===== src/rtl/bounce_generator.sv =====
// Switch-bounce emulator: turns clean level changes on i_data into a burst of glitches on o_data.
// Define BOUNCE_GEN_RANDOM_EN to draw glitch hold times from a 16-bit LFSR instead of a fixed period.
module bounce_generator #(
  parameter int unsigned BOUNCE_CYCLES = 64,
  parameter int unsigned GLITCH_MAX    = 4,
  parameter logic [15:0] LFSR_SEED     = 16'hACE1
) (
  input  logic i_clk,
  input  logic i_rst,
  input  logic i_data,
  output logic o_data,
  output logic o_busy
);

  typedef enum logic {IDLE, BOUNCE} state_t;

  state_t      state, state_next;
  logic        target, target_next;
  logic        data_next;
  logic [15:0] burst_cnt, burst_next;
  logic [7:0]  hold_cnt, hold_next;
  logic [7:0]  interval;
  logic        change;

  if (LFSR_SEED == 16'h0000) begin : g_bad_seed
    $error("bounce_generator: LFSR_SEED must be nonzero");
  end
  if (GLITCH_MAX < 2 || GLITCH_MAX > 256 || (GLITCH_MAX & (GLITCH_MAX - 1)) != 0) begin : g_bad_glitch
    $error("bounce_generator: GLITCH_MAX must be a power of two in 2..256");
  end
  if (BOUNCE_CYCLES < 2 || BOUNCE_CYCLES > 65535) begin : g_bad_burst
    $error("bounce_generator: BOUNCE_CYCLES must be in 2..65535");
  end

`ifdef BOUNCE_GEN_RANDOM_EN
  localparam int unsigned GW = $clog2(GLITCH_MAX);

  logic [15:0] lfsr;
  logic        lfsr_fb;

  // Taps 16,14,13,11 mapped onto a left-shifting register
  assign lfsr_fb  = lfsr[15] ^ lfsr[13] ^ lfsr[12] ^ lfsr[10];
  assign interval = 8'(lfsr[GW-1:0]);

  always_ff @(posedge i_clk) begin
    if (i_rst) lfsr <= LFSR_SEED;
    else       lfsr <= {lfsr[14:0], lfsr_fb};
  end
`else
  assign interval = 8'(GLITCH_MAX - 1);
`endif

  assign change = (i_data != target);

  always_ff @(posedge i_clk) begin
    if (i_rst) state <= IDLE;
    else       state <= state_next;
  end

  always_comb begin
    state_next = state;
    case (state)
      IDLE:    if (change) state_next = BOUNCE;
      BOUNCE:  if (!change && burst_cnt == '0) state_next = IDLE;
      default: state_next = IDLE;
    endcase
  end

  // A new transition restarts the burst; otherwise the end-of-burst settle beats a due toggle
  always_comb begin
    target_next = target;
    data_next   = o_data;
    burst_next  = burst_cnt;
    hold_next   = hold_cnt;
    if (change) begin
      target_next = i_data;
      data_next   = i_data;
      burst_next  = 16'(BOUNCE_CYCLES - 1);
      hold_next   = interval;
    end else if (state == BOUNCE) begin
      if (burst_cnt == '0) begin
        data_next = target;
      end else begin
        burst_next = burst_cnt - 16'd1;
        if (hold_cnt == '0) begin
          data_next = ~o_data;
          hold_next = interval;
        end else begin
          hold_next = hold_cnt - 8'd1;
        end
      end
    end
  end

  always_ff @(posedge i_clk) begin
    if (i_rst) begin
      target    <= 1'b0;
      o_data    <= 1'b0;
      o_busy    <= 1'b0;
      burst_cnt <= '0;
      hold_cnt  <= '0;
    end else begin
      target    <= target_next;
      o_data    <= data_next;
      o_busy    <= (state_next == BOUNCE);
      burst_cnt <= burst_next;
      hold_cnt  <= hold_next;
    end
  end

endmodule


===== config.mk =====
export PLATFORM = sky130hd
export DESIGN_NAME = bounce_generator
export DESIGN_NICKNAME = d
export VERILOG_FILES = /design/src/rtl/bounce_generator.sv
export SDC_FILE = /design/constraint.sdc
export NUM_CORES = 1
export LEC_CHECK = 0
export ABC_AREA = 0
export BUFFER_PORTS_ARGS = -buffer_cell sky130_fd_sc_hd__buf_2
export CAP_MARGIN = 20
export CORE_MARGIN = 2
export CORE_UTILIZATION = 54
export CTS_CLUSTER_SIZE = 12
export DETAILED_ROUTE_END_ITERATION = 8
export PLACE_DENSITY = 0.75
export SETUP_SLACK_MARGIN = 0.15
export SLEW_MARGIN = 20
export SYNTH_ARGS = -nofsm -noshare
export SYNTH_HDL_FRONTEND = slang
export SYNTH_SLANG_ARGS = --single-unit

===== constraint.sdc =====
create_clock -name i_clk -period 1.8 [get_ports i_clk]
set_input_delay 0.18 -clock i_clk [delete_from_list [all_inputs] [get_ports i_clk]]
set_output_delay 0.18 -clock i_clk [all_outputs]
set_load 0.05 [all_outputs]

==> run summary, run 1 <==
Die height -> 54.9 um
Multi-input gate area -> 0.00107 mm^2
Final hold vios -> 0
Final worst slack -> -0.262 ns
IO Pins -> 5
Register area -> 549 um^2
Min Hold Slack -> 0.152 ns
CTS buffer count -> 3
Switching portion of total power -> 34.6%
Fin crit period -> 2.06 ns
Die W -> 54.9 um
Crit path cell chain -> or4_4, or3_1, or4_1, a21oi_1
Clock root cell -> clkbuf_4
Wirelength, routed -> 4.83 mm
Pins Over Slew Limit -> 0
Crit-path max cell delay -> 0.57 ns
GP Congestion -> 0.809
Crit Path Max Fanout -> 4
First-pass GRT wire length -> 6.74 mm
Hold buffer count at CTS -> 0
Fraction of registers with async set/reset -> 0%
I/O Buffers -> 4
Worst VDD drop -> 0.679 mV
CP top delay family -> simple AND/OR/NAND/NOR gates
Starting density of the core -> 56.9%
Die area -> 0.00301 mm^2
GR Overflow Total -> 0
Most frequent cells after synthesis -> dfxtp_1, nor2_1, a21oi_1, nor4_1
Syn. warnings -> 0
Crit path kind -> register to register
Number of synthesized flops with an enable pin -> 0
Max Cap Viol -> 0
Fmax -> 0.485 GHz
Synth top area cells -> dfxtp_1, or4_1, nor4_1
Period utilization -> 115%
Area leader, netlist -> dfxtp_1
Vias in the first global route -> 1512
Largest net degree at the start of global routing -> 17
Type of origin of the critical path -> register
Total GRT Usage -> 31.5%
Final Skew -> 0.0151 ns
Clock Latency Late Sink -> 0.34 ns
P_sw -> 0.500 mW
Final total power -> 1.45 mW
ANT cells -> 0
R2R setup slack -> -0.26 ns
CP startpoint -> burst_cnt[7]
Count leader, synth -> dfxtp_1
Post-DP HPWL -> 2.52 mm
Critical path depth in cells -> 4
Clock buffer depth -> 2
Pint -> 0.946 mW
Worst Setup EP -> burst_cnt[15]
Clock-pin slew on the worst setup and hold paths -> 0.16 ns
Main flop type after synthesis -> dfxtp_1
Flop pwr share -> 46.8%
Post-layout util -> 85.7%
Relative slew margins -> 58.2%
Synth Instances -> 162
Post-Syn Area per Cell -> 8.62 um^2
CTS tree -> done
Antenna violations before repair -> 0
Setup repair after global routing missed its margin -> yes
DR pass1 iterations -> 4
Core area -> 0.00245 mm^2
Routed wire per std cell -> 20.5 um
Tightest Hold Check Type -> primary input to register
Final setup vio count -> 11
Worst path bufs/invs -> 0
CP max-delay cell -> or4_4
Run status -> finished, violations left
Comb pwr share -> 34.0%
Failing checks -> setup timing
Worst setup EP type -> register
Area share of the largest cell type after synthesis -> 38.7%
Layout cells sized above 1 -> 49.5%
Fillcell total -> 132
Lkg Pwr -> 0.811 nW
Pwr per Cell Area -> 687 mW/mm^2
Clock Power Share -> 19.2%
Synth Register Bits -> 27
FF-to-FF End -> burst_cnt[15]
Worst EP required -> 2.06 ns
Vias after detailed routing -> 1601
Synth cell types -> 38
Seq/Total Area, Yosys -> 38.7%
DRC Markers -> 0
H-tree level count -> 1
Final net count -> 212
Synthesized Nets -> 167
Worst EP arrival -> 2.32 ns
Initial DRC Count -> 51
Worst reg-to-reg path cell count -> 4
Sink Count -> 27
R2R Path Start -> burst_cnt[7]
Tightest Pin Transition -> 0.625 ns
Via density -> 6.78
# rows -> 18
Layout area overhead -> 50.7%
Cell area after synthesis -> 0.00140 mm^2
Final ANT Viol Nets -> 0
[how the worst min path moves through the flow]
stage | slack [ns] | end | from | depth (start not counted)
2_1_floorplan | 0.26 | o_data | i_rst | 1
3_3_place_gp | 0.48 | hold_cnt[7] | hold_cnt[7] | 2
3_5_place_dp | 0.49 | burst_cnt[5] | burst_cnt[5] | 2
4_1_cts | 0.15 | target | i_data | 3
5_1_grt | 0.17 | target | i_data | 3
6_report | 0.15 | target | i_data | 3
[kinds of logic (layout without fill, tap and decap cells)]
logic type / count (synthesis) / in the layout / synth area share [%]
and+or+nand+nor: 68 / 68 / 28.7
AOI/OAI and AO/OA: 43 / 43 / 21.8
DFF: 27 / 27 / 38.7
buffers and inverters: 15 / 59 / 4.21
muxes: 4 / 4 / 2.87
adders and majority gates: 3 / 3 / 2.51
xor gates and xnor gates: 2 / 2 / 1.25
[power groups by stage]
stage / Combinational [mW] / Clock [mW] / Sequential, mW
floorplan: 0.207 / 0 / 0.690
global placement: 0.325 / 0 / 0.678
detailed placement: 0.340 / 0 / 0.679
CTS: 0.429 / 0.276 / 0.673
global route: 0.519 / 0.286 / 0.682
finish: 0.491 / 0.278 / 0.677
[layout make-up]
class / instances / area share, %
flip-flops and latches: 27 / 26.1
repair buffers: 47 / 18.6
multi-input cells: 120 / 50.8
clock buffers: 4 / 1.25
well taps: 30 / 1.78
inverters: 8 / 1.43
[sequential cells by signal, summed over array words and instances (netlist names)]
signal and flops:
burst_cnt 16, hold_cnt 8, o_busy 1, o_data 1
target 1
[per-layer routing]
| metal | share of wire, % | track usage [%] | vias up |
|---|---|---|---|
| met4 | 2.8 | 15.4 | 0 |
| met3 | 5.1 | 2.73 | 16 |
| met5 | 0 | 0 | - |
| met2 | 49 | 53.6 | 67 |
| li1 | - | - | 730 |
| met1 | 43 | 39.6 | 788 |
[placed cells by master (no fill, tap or decap), types with 2 or more instances in the layout]
| cell | count |
|---|---|
| buf_4 | 30 |
| dfxtp_1 | 20 |
| buf_6 | 13 |
| nor2_1 | 10 |
| or3_1 | 8 |
| dfxtp_2 | 7 |
| inv_1 | 6 |
| or4_4 | 6 |
| nand3_2 | 6 |
| o31ai_1 | 6 |
| a21oi_1 | 6 |
| nor4_4 | 5 |
| nand2_1 | 5 |
| or4_1 | 4 |
| a31oi_1 | 4 |
| mux2i_1 | 4 |
| a21oi_2 | 4 |
| buf_2 | 4 |
| a211oi_2 | 3 |
| a311oi_1 | 3 |
| nor4_2 | 3 |
| a32o_1 | 3 |
| a311oi_2 | 3 |
| clkbuf_4 | 3 |
| inv_2 | 2 |
| nor3b_4 | 2 |
| nand2b_1 | 2 |
| o21ai_0 | 2 |
| nor4_1 | 2 |
| and2_1 | 2 |
| nor3_1 | 2 |
| o21ai_1 | 2 |
[worst reg2reg max path: stages (launching register included)]
cell and delay (ns):
dfxtp_2 0.35, or4_4 0.57, or3_1 0.40, or4_1 0.50, a21oi_1 0.18
[metrics by stage]
stage | instance area [um^2] | setup TNS (ns) | instances | setup WS [ns]
finish | 2100 | -0.878 | 236 | -0.262
detailed placement | 1700 | -0.406 | 219 | -0.106
global placement | 1700 | -0.253 | 219 | -0.0772
floorplan | 1450 | -0.330 | 162 | -0.0727
CTS | 1980 | -0.412 | 233 | -0.131
global route | 2100 | -1.29 | 236 | -0.300
[what timing repair did]
action                                  CTS  global route
setup buffers                             8             3
pin swaps                                26            14
endpoints found under the setup margin   24            26
gates cloned                              2             0
gates resized for setup                  43            21
hold endpoints to repair                  0             0
(Power assumes the default switching activity.)
==> inputs of run 2 (changes only) <==
--- a/config.mk
+++ b/config.mk
@@ -14,6 +14,7 @@
 export DETAILED_ROUTE_END_ITERATION = 8
 export PLACE_DENSITY = 0.75
 export SETUP_SLACK_MARGIN = 0.15
+export SKIP_CTS_REPAIR_TIMING = 1
 export SLEW_MARGIN = 20
 export SYNTH_ARGS = -nofsm -noshare
 export SYNTH_HDL_FRONTEND = slang
==> run summary, run 2 (synthesis gave the netlist of run 1 again) <==
Run status -> finished, violations left
Failing checks -> setup timing
Relative slew margins -> 60.8%
P_sw -> 0.501 mW
Post-DP HPWL -> 2.52 mm
CTS buffer count -> 3
Sink Count -> 27
Most frequent cells in the layout -> buf_4, dfxtp_1, buf_6
Layout area overhead -> 50.3%
Cell mode on critical path -> or4_4
Dpl cells -> 219
Worst setup EP type -> register
Pre-CTS setup slack -> -0.106 ns
Vias after detailed routing -> 1588
Worst EP arrival -> 2.27 ns
Final setup vio count -> 10
Die area -> 0.00301 mm^2
# rows -> 18
I/O Buffers -> 4
Final worst slack -> -0.196 ns
Antenna violations before repair -> 0
ANT cells -> 0
Initial DRC Count -> 70
TNS Setup -> -0.593 ns
Final hold vios -> 0
Die height -> 54.9 um
Clock buffer depth -> 2
Core area -> 0.00245 mm^2
Fillcell total -> 132
Tightest Hold Check Type -> primary input to register
Worst VDD drop -> 0.697 mV
Fin crit period -> 2.00 ns
Final instance area -> 0.00210 mm^2
Worst EP required -> 2.07 ns
Crit path cell chain -> or4_4, or3_4, or4_4, a21oi_2
Top reg by flops -> burst_cnt
Lkg Pwr -> 0.807 nW
Min Hold Slack -> 0.151 ns
DR pass1 iterations -> 5
Starting density of the core -> 56.9%
Register area -> 551 um^2
Pins Over Slew Limit -> 0
Clock-pin slew on the worst setup and hold paths -> 0.15 ns
First-pass GRT wire length -> 5.46 mm
Fmax -> 0.501 GHz
Crit-path max cell delay -> 0.55 ns
Largest net degree at the start of global routing -> 17
Max Cap Viol -> 0
Routed wire per std cell -> 20.1 um
Layout cells sized above 1 -> 48.1%
Setup repair after global routing missed its margin -> yes
Max reg flops -> 16
CTS tree -> done
Placed Area -> 0.00170 mm^2
Final total power -> 1.45 mW
Period utilization -> 111%
GP Congestion -> 0.809
Switching portion of total power -> 34.6%
Crit path kind -> register to register
GR Overflow Total -> 0
Pint -> 0.946 mW
Final Skew -> 0.00512 ns
Comb pwr share -> 33.7%
DRC Markers -> 0
Wirelength, routed -> 4.74 mm
Total GRT Usage -> 25.4%
IO Pins -> 5
Clock Latency Late Sink -> 0.33 ns
Final net count -> 212
H-tree level count -> 1
Clock Power Share -> 19.3%
Pwr per Cell Area -> 690 mW/mm^2
Multi-input gate area -> 0.00104 mm^2
Vias in the first global route -> 1275
Flop pwr share -> 47.0%
CP max-delay cell -> or4_4
Crit Path Max Fanout -> 4
Largest regs -> burst_cnt: 16 flops, hold_cnt: 8 flops
Clock root cell -> clkbuf_4
Post-layout util -> 85.5%
Die W -> 54.9 um
Final ANT Viol Nets -> 0
Type of origin of the critical path -> register
Commonest non-fill, non-tap cell in the layout -> buf_4
Via density -> 6.73
Tightest Pin Transition -> 0.586 ns
Non-Filler Instances -> 236
[run 2: changes by cell type in the layout (fill, tap and decap cells not counted), sizes merged]
| cell | change |
|---|---|
| buf | -1 |
| clkbuf | +1 |
[run 2: power by group through the flow]
stage                     registers, mW  logic [mW]  clock network (mW)
after floorplan                   0.690       0.207                   0
after global placement            0.678       0.325                   0
after detailed placement          0.679       0.340                   0
after CTS                         0.666       0.341               0.276
after global routing              0.685       0.516               0.294
final                             0.680       0.487               0.279
[run 2: worst max-delay path, delay by kind of cell (launching register included)]
family             cells  cell delay [ns]
AOI/OAI and AO/OA      1             0.15
and+or+nand+nor        3             1.43
DFF                    1             0.35
[run 2: final timing paths]
check                           cells past startpoint       endpoint         start  slack (ns)
worst max-delay path                                4  burst_cnt[12]  burst_cnt[9]       -0.20
worst min-delay path                                3         target        i_data        0.15
worst max register to register                      4  burst_cnt[12]  burst_cnt[9]       -0.20
worst min register to register                      2    hold_cnt[7]   hold_cnt[7]        0.51
[run 2: layer usage]
layer	vias up	track usage, %	wire, um
met4	0	9.17	129
li1	729	-	-
met2	77	43.8	2320
met3	16	2.46	355
met1	766	32.5	1930
met5	-	0	0
[run 2: layout make-up]
type	instances	share of cell area, %
clock buffers	4	1.25
inverters	8	1.43
multi-input cells	120	49.8
flip-flops and latches	27	26.2
well taps	30	1.79
repair buffers	47	19.5
